**src/rtl/addsub_pkg.sv**
```systemverilog
// Shared definitions for the pipelined adder/subtractor: mode encoding,
// chunk-width helper and a configuration sanity check used at elaboration.
package addsub_pkg;

  typedef enum logic {
    ADD = 1'b0,
    SUB = 1'b1
  } mode_e;

  function automatic int chunk_w(input int n, input int stages);
    return (stages > 0) ? n / stages : n;
  endfunction

  function automatic bit cfg_ok(input int n, input int stages);
    return (stages >= 1) && (n % stages == 0);
  endfunction

endpackage

```
**src/rtl/addsub_chunk.sv**
```systemverilog
// One w-bit ripple slice of the adder/subtractor; y is conditioned by the
// mode bit so the same slice serves both add and subtract.
module addsub_chunk
  import addsub_pkg::*;
#(
  parameter int DATA_W = 4
) (
  input  logic [DATA_W-1:0] x,
  input  logic [DATA_W-1:0] y,
  input  logic              c_in,
  input  logic              add_n,
  output logic [DATA_W-1:0] s,
  output logic              c_out,
  output logic              c_msb_in
);

  logic [DATA_W-1:0] y_c;
  logic [DATA_W:0]   sum;

  assign y_c = y ^ {DATA_W{add_n == SUB}};
  assign sum = {1'b0, x} + {1'b0, y_c} + {{DATA_W{1'b0}}, c_in};

  assign s     = sum[DATA_W-1:0];
  assign c_out = sum[DATA_W];
  // Carry into the top bit recovered from the sum bit and its two operands.
  assign c_msb_in = x[DATA_W-1] ^ y_c[DATA_W-1] ^ sum[DATA_W-1];

endmodule

```
**src/rtl/addsub_pipe_nbit.sv**
```systemverilog
// Pipelined n-bit adder/subtractor with valid/ready handshake and global stall.
// Optional signed-overflow output is enabled by defining ADDSUB_OVF_EN.
module addsub_pipe_nbit
  import addsub_pkg::*;
#(
  parameter int DATA_W = 8,
  parameter int STAGES = 2
) (
  input  logic              clk,
  input  logic              rst,
  input  logic [DATA_W-1:0] x,
  input  logic [DATA_W-1:0] y,
  input  logic              add_n,
  input  logic              in_valid,
  output logic              in_ready,
  output logic [DATA_W-1:0] s,
  output logic              c_out,
  output logic              out_valid,
  input  logic              out_ready
`ifdef ADDSUB_OVF_EN
  ,
  output logic              ovf
`endif
);

  localparam int W = chunk_w(DATA_W, STAGES);

  if (!cfg_ok(DATA_W, STAGES)) begin : g_cfg_err
    $error("addsub_pipe_nbit: DATA_W must be a positive multiple of STAGES");
  end

  logic stall;

  // a_p holds a rotating word: finished result chunks enter at the top while
  // unconsumed x chunks shift down, so the next chunk is always at bit 0.
  logic [DATA_W-1:0] a_p   [STAGES];
  logic [DATA_W-1:0] b_p   [STAGES];
  logic              md_p  [STAGES];
  logic              c_p   [STAGES];
  logic              vld_p [STAGES];
  logic [STAGES-1:0] c_msb;
  logic              c_msb_unused;

  assign stall    = out_valid && !out_ready;
  assign in_ready = !stall;

  for (genvar k = 0; k < STAGES; k++) begin : g_stage
    logic [DATA_W-1:0] a_in;
    logic [DATA_W-1:0] b_in;
    logic              c_in;
    logic              md_in;
    logic              vld_in;
    logic [W-1:0]      sum;
    logic              c_nxt;

    if (k == 0) begin : g_first
      assign a_in   = x;
      assign b_in   = y;
      assign c_in   = add_n;
      assign md_in  = add_n;
      assign vld_in = in_valid;
    end else begin : g_next
      assign a_in   = a_p[k-1];
      assign b_in   = b_p[k-1];
      assign c_in   = c_p[k-1];
      assign md_in  = md_p[k-1];
      assign vld_in = vld_p[k-1];
    end

    addsub_chunk #(
      .DATA_W (W)
    ) u_chunk (
      .x        (a_in[W-1:0]),
      .y        (b_in[W-1:0]),
      .c_in     (c_in),
      .add_n    (md_in),
      .s        (sum),
      .c_out    (c_nxt),
      .c_msb_in (c_msb[k])
    );

    // ---- stage k register boundary ----
    always_ff @(posedge clk) begin
      if (rst) begin
        a_p[k]   <= '0;
        b_p[k]   <= '0;
        md_p[k]  <= 1'b0;
        c_p[k]   <= 1'b0;
        vld_p[k] <= 1'b0;
      end else if (!stall) begin
        a_p[k]   <= (a_in >> W) | (DATA_W'(sum) << (DATA_W - W));
        b_p[k]   <= b_in >> W;
        md_p[k]  <= md_in;
        c_p[k]   <= c_nxt;
        vld_p[k] <= vld_in;
      end
    end
  end

  assign s         = a_p[STAGES-1];
  assign c_out     = c_p[STAGES-1];
  assign out_valid = vld_p[STAGES-1];

  // Only the last slice's MSB carry matters, and only when ovf is built.
  assign c_msb_unused = ^c_msb;

`ifdef ADDSUB_OVF_EN
  logic msb_c_p;

  always_ff @(posedge clk) begin
    if (rst) begin
      msb_c_p <= 1'b0;
    end else if (!stall) begin
      msb_c_p <= c_msb[STAGES-1];
    end
  end

  assign ovf = msb_c_p ^ c_p[STAGES-1];
`endif

endmodule

```
**config.mk**
```make
export PLATFORM = sky130hd
export DESIGN_NAME = addsub_pipe_nbit
export DESIGN_NICKNAME = d
export VERILOG_FILES = /design/src/rtl/addsub_pkg.sv /design/src/rtl/addsub_chunk.sv /design/src/rtl/addsub_pipe_nbit.sv
export SDC_FILE = /design/constraint.sdc
export NUM_CORES = 1
export LEC_CHECK = 0
export CORE_MARGIN = 2
export CORE_UTILIZATION = 48
export DETAILED_ROUTE_END_ITERATION = 10
export GPL_TIMING_DRIVEN = 1
export PLACE_DENSITY = 0.78
export SYNTH_ARGS = -nofsm -noshare
export SYNTH_HDL_FRONTEND = slang
export SYNTH_SLANG_ARGS = --single-unit
```
**constraint.sdc**
```tcl
create_clock -name clk -period 2.2 [get_ports clk]
set_clock_uncertainty 0.05 [all_clocks]
set_input_delay 0.44 -clock clk [delete_from_list [all_inputs] [get_ports clk]]
set_output_delay 0.44 -clock clk [all_outputs]
set_load 0.01 [all_outputs]
```
==> metrics.cfg <==
[floorplan]
start_util_pct=50.95
io_pins=32
coreArea_um2=2500
die_area_um2=3081
rows=18
die_x_um=55.51
die_h_um=55.51

[worst_setup_path]
r2r_start=md_p[0]$_DFFE_PP_
cp-end-kind=primary output
cp_data_required_time_ns=1.71
r2r-end=c_p[1]$_SDFFCE_PN0P_
cp_max_fo=4
startpoint=out_ready
critPathLaunchType=input port
worstPathArrival_ns=1.56
ff2ff_path_depth=8
r2r_slack_ns=0.15
worstSetupPathType=input port to primary output

[final_layout]
final_cells=165
final_cell_mix=31 x clkdlybuf4s50_1, 25 x edfxtp_1, 16 x and2_1
area_growth_pct=32.61
fill_cells=211
n_antenna_cell=0
drive_above_1_share_pct=11.85
final_common_cell=clkdlybuf4s50_1
final_nets=166

[power_and_ir_drop]
power-per-cell-area_nw_per_um2=629.9
power_leakage_nw=0.7029
ir_worst_vdd_mv=0.3955
finalPower_mw=1.064

[min_path]
hp-start=a_p[0][5]$_SDFFCE_PN0P_
hold_path_class=register to register
min_to=a_p[1][1]$_SDFFCE_PN0P_
min_path_cells=1

[clocking]
cts_buffers=3
cts_setup_buffers=0
clock_latency_ns=0.31
postCtsHoldBufs=0
clk_path_buf_depth=2
cts_tree=done
clk_pin_slew_ns=0.12
cts_resized=0
htreeDepth=1
clockRootBuffer=clkbuf_4
clock_sinks=25

[yosys]
syn_area_um2=1274
synth_fp_nets=125
synth.distinct_cells=26
syn_inst=95
synth-seq-cells=25
ys_seq_area_share_pct=58.94
synth_area_per_cell_um2=13.41
yosys_warnings=0

[sta]
finalSetupViolations=0
hold_slack_ns=0.4818
rsz0062_at_grt=false
fin_crit_ns=2.054
tightest_slew_ns=0.5102
finalHoldViolCount=0
max_freq_mhz=486.9
worst_slack_ns=0.1460
drv_slew=0
slew_headroom_pct=65.95
period_share_pct=93.36

[global_route]
antenna_found_initial=0
grt_util_met3_pct=2.576
grtUsageMet2_pct=26.19
grt.busiest_layer=met2
grt-ovfl-total=0
grt_pass1_wl_um=3249
use_met1_pct=13.64
grt_pass1_vias=788
grtUsageTotal_pct=13.53
grt_max_degree=26

[detailed_routing]
ant_nets=0
drt-total-wl_um=1924
viasPerCell=4.806
post_drt_wl_per_cell_um=11.66
vias=793
drt-initial-drc-count=5
drt_pass1_iterations=3
drc=0

[status]
status=finished clean

[placement]
dp_hpwl_um=1493
place_congestion=0.7750
dpl.cell_count=161
place_ws_ns=-0.1245
io_buffers=31

[flow_run]
drv_cap=0

==> state kept, by name, summed over array words and instances, names as in the netlist <==
name,flops
a_p,16
b_p,4
c_p,2
md_p,1
vld_p,2
==> kinds of logic after synthesis <==
logic type	synth area share, %
multiplexers	1.178
adder cells (fa/ha/maj)	10.61
buffers and inverters	2.652
XOR/XNOR	6.876
AO/OA/AOI/OAI	3.831
AND/OR/NAND/NOR	15.91
flip-flops	58.94
==> critical path, cell delays in order <==
cell	delay (ns)
clkdlybuf4s50_1	0.50
nor2b_4	0.06
inv_1	0.05
clkdlybuf4s50_1	0.52
==> area by class of cell <==
type                       count  area [um^2]  share of cell area, %
timing repair buffer          38        362.8                  21.48
tap                           30        37.54                  2.222
multi-input combinational     62        489.2                  28.96
sequential                    25        750.7                  44.44
clock buffer                   4        26.28                  1.556
inverter                       6        22.52                  1.333
==> layer usage <==
metal	share of wire, %	vias up
li1	-	400
met1	40	362
met2	53	27
met3	4.8	4
met4	1.8	0
met5	0	-
==> worst max-delay path by stage <==
stage / end / cells past startpoint / slack (ns)
after floorplan: a_p[1][5]$_SDFFCE_PN0P_ / 5 / 0.32
after global placement: c_p[0]$_DFFE_PP_ / 6 / -0.11
after detailed placement: c_p[0]$_DFFE_PP_ / 6 / -0.12
after CTS: in_ready / 4 / 0.14
after global routing: c_p[1]$_SDFFCE_PN0P_ / 8 / 0.02
final: in_ready / 4 / 0.15
==> Yosys cell counts <==
| cell | instances | area [um^2] |
|---|---|---|
| a21o_1 | 2 | 15.01 |
| a21oi_1 | 4 | 20.02 |
| a21oi_2 | 1 | 8.760 |
| and2_1 | 16 | 100.1 |
| and2_2 | 1 | 7.510 |
| and3_1 | 1 | 6.260 |
| buf_4 | 1 | 7.510 |
| clkbuf_1 | 1 | 3.750 |
| edfxtp_1 | 25 | 750.7 |
| fa_1 | 3 | 60.06 |
| ha_1 | 6 | 75.07 |
| inv_1 | 6 | 22.52 |
| mux2_4 | 1 | 15.01 |
| nand2_1 | 2 | 7.510 |
| nand2b_1 | 1 | 6.260 |
| nand3_1 | 1 | 5.000 |
| nand3_2 | 1 | 10.01 |
| nor2_1 | 6 | 22.52 |
| nor2_2 | 1 | 6.260 |
| nor2b_1 | 1 | 6.260 |
| nor2b_4 | 1 | 13.76 |
| nor3_1 | 1 | 5.000 |
| o21ai_0 | 1 | 5.000 |
| or2_1 | 1 | 6.260 |
| xnor2_1 | 4 | 35.03 |
| xor2_1 | 6 | 52.55 |
==> stage by stage <==
stage                     setup TNS (ns)  area (um^2)  utilization [%]
after floorplan                        0         1274                -
after global placement           -0.2067         1663            66.52
after detailed placement         -0.3224         1663            66.52
after CTS                              0         1689            67.57
after global routing                   0         1689            67.57
final                                  0         1689            67.57
==> power by group <==
group / switching [mW] / internal [mW] / total (mW)
clock: 0.124 / 0.0707 / 0.195
combinational: 0.110 / 0.157 / 0.267
sequential: 0.0162 / 0.586 / 0.602
Note: power is estimated with default switching activity, not from simulation.
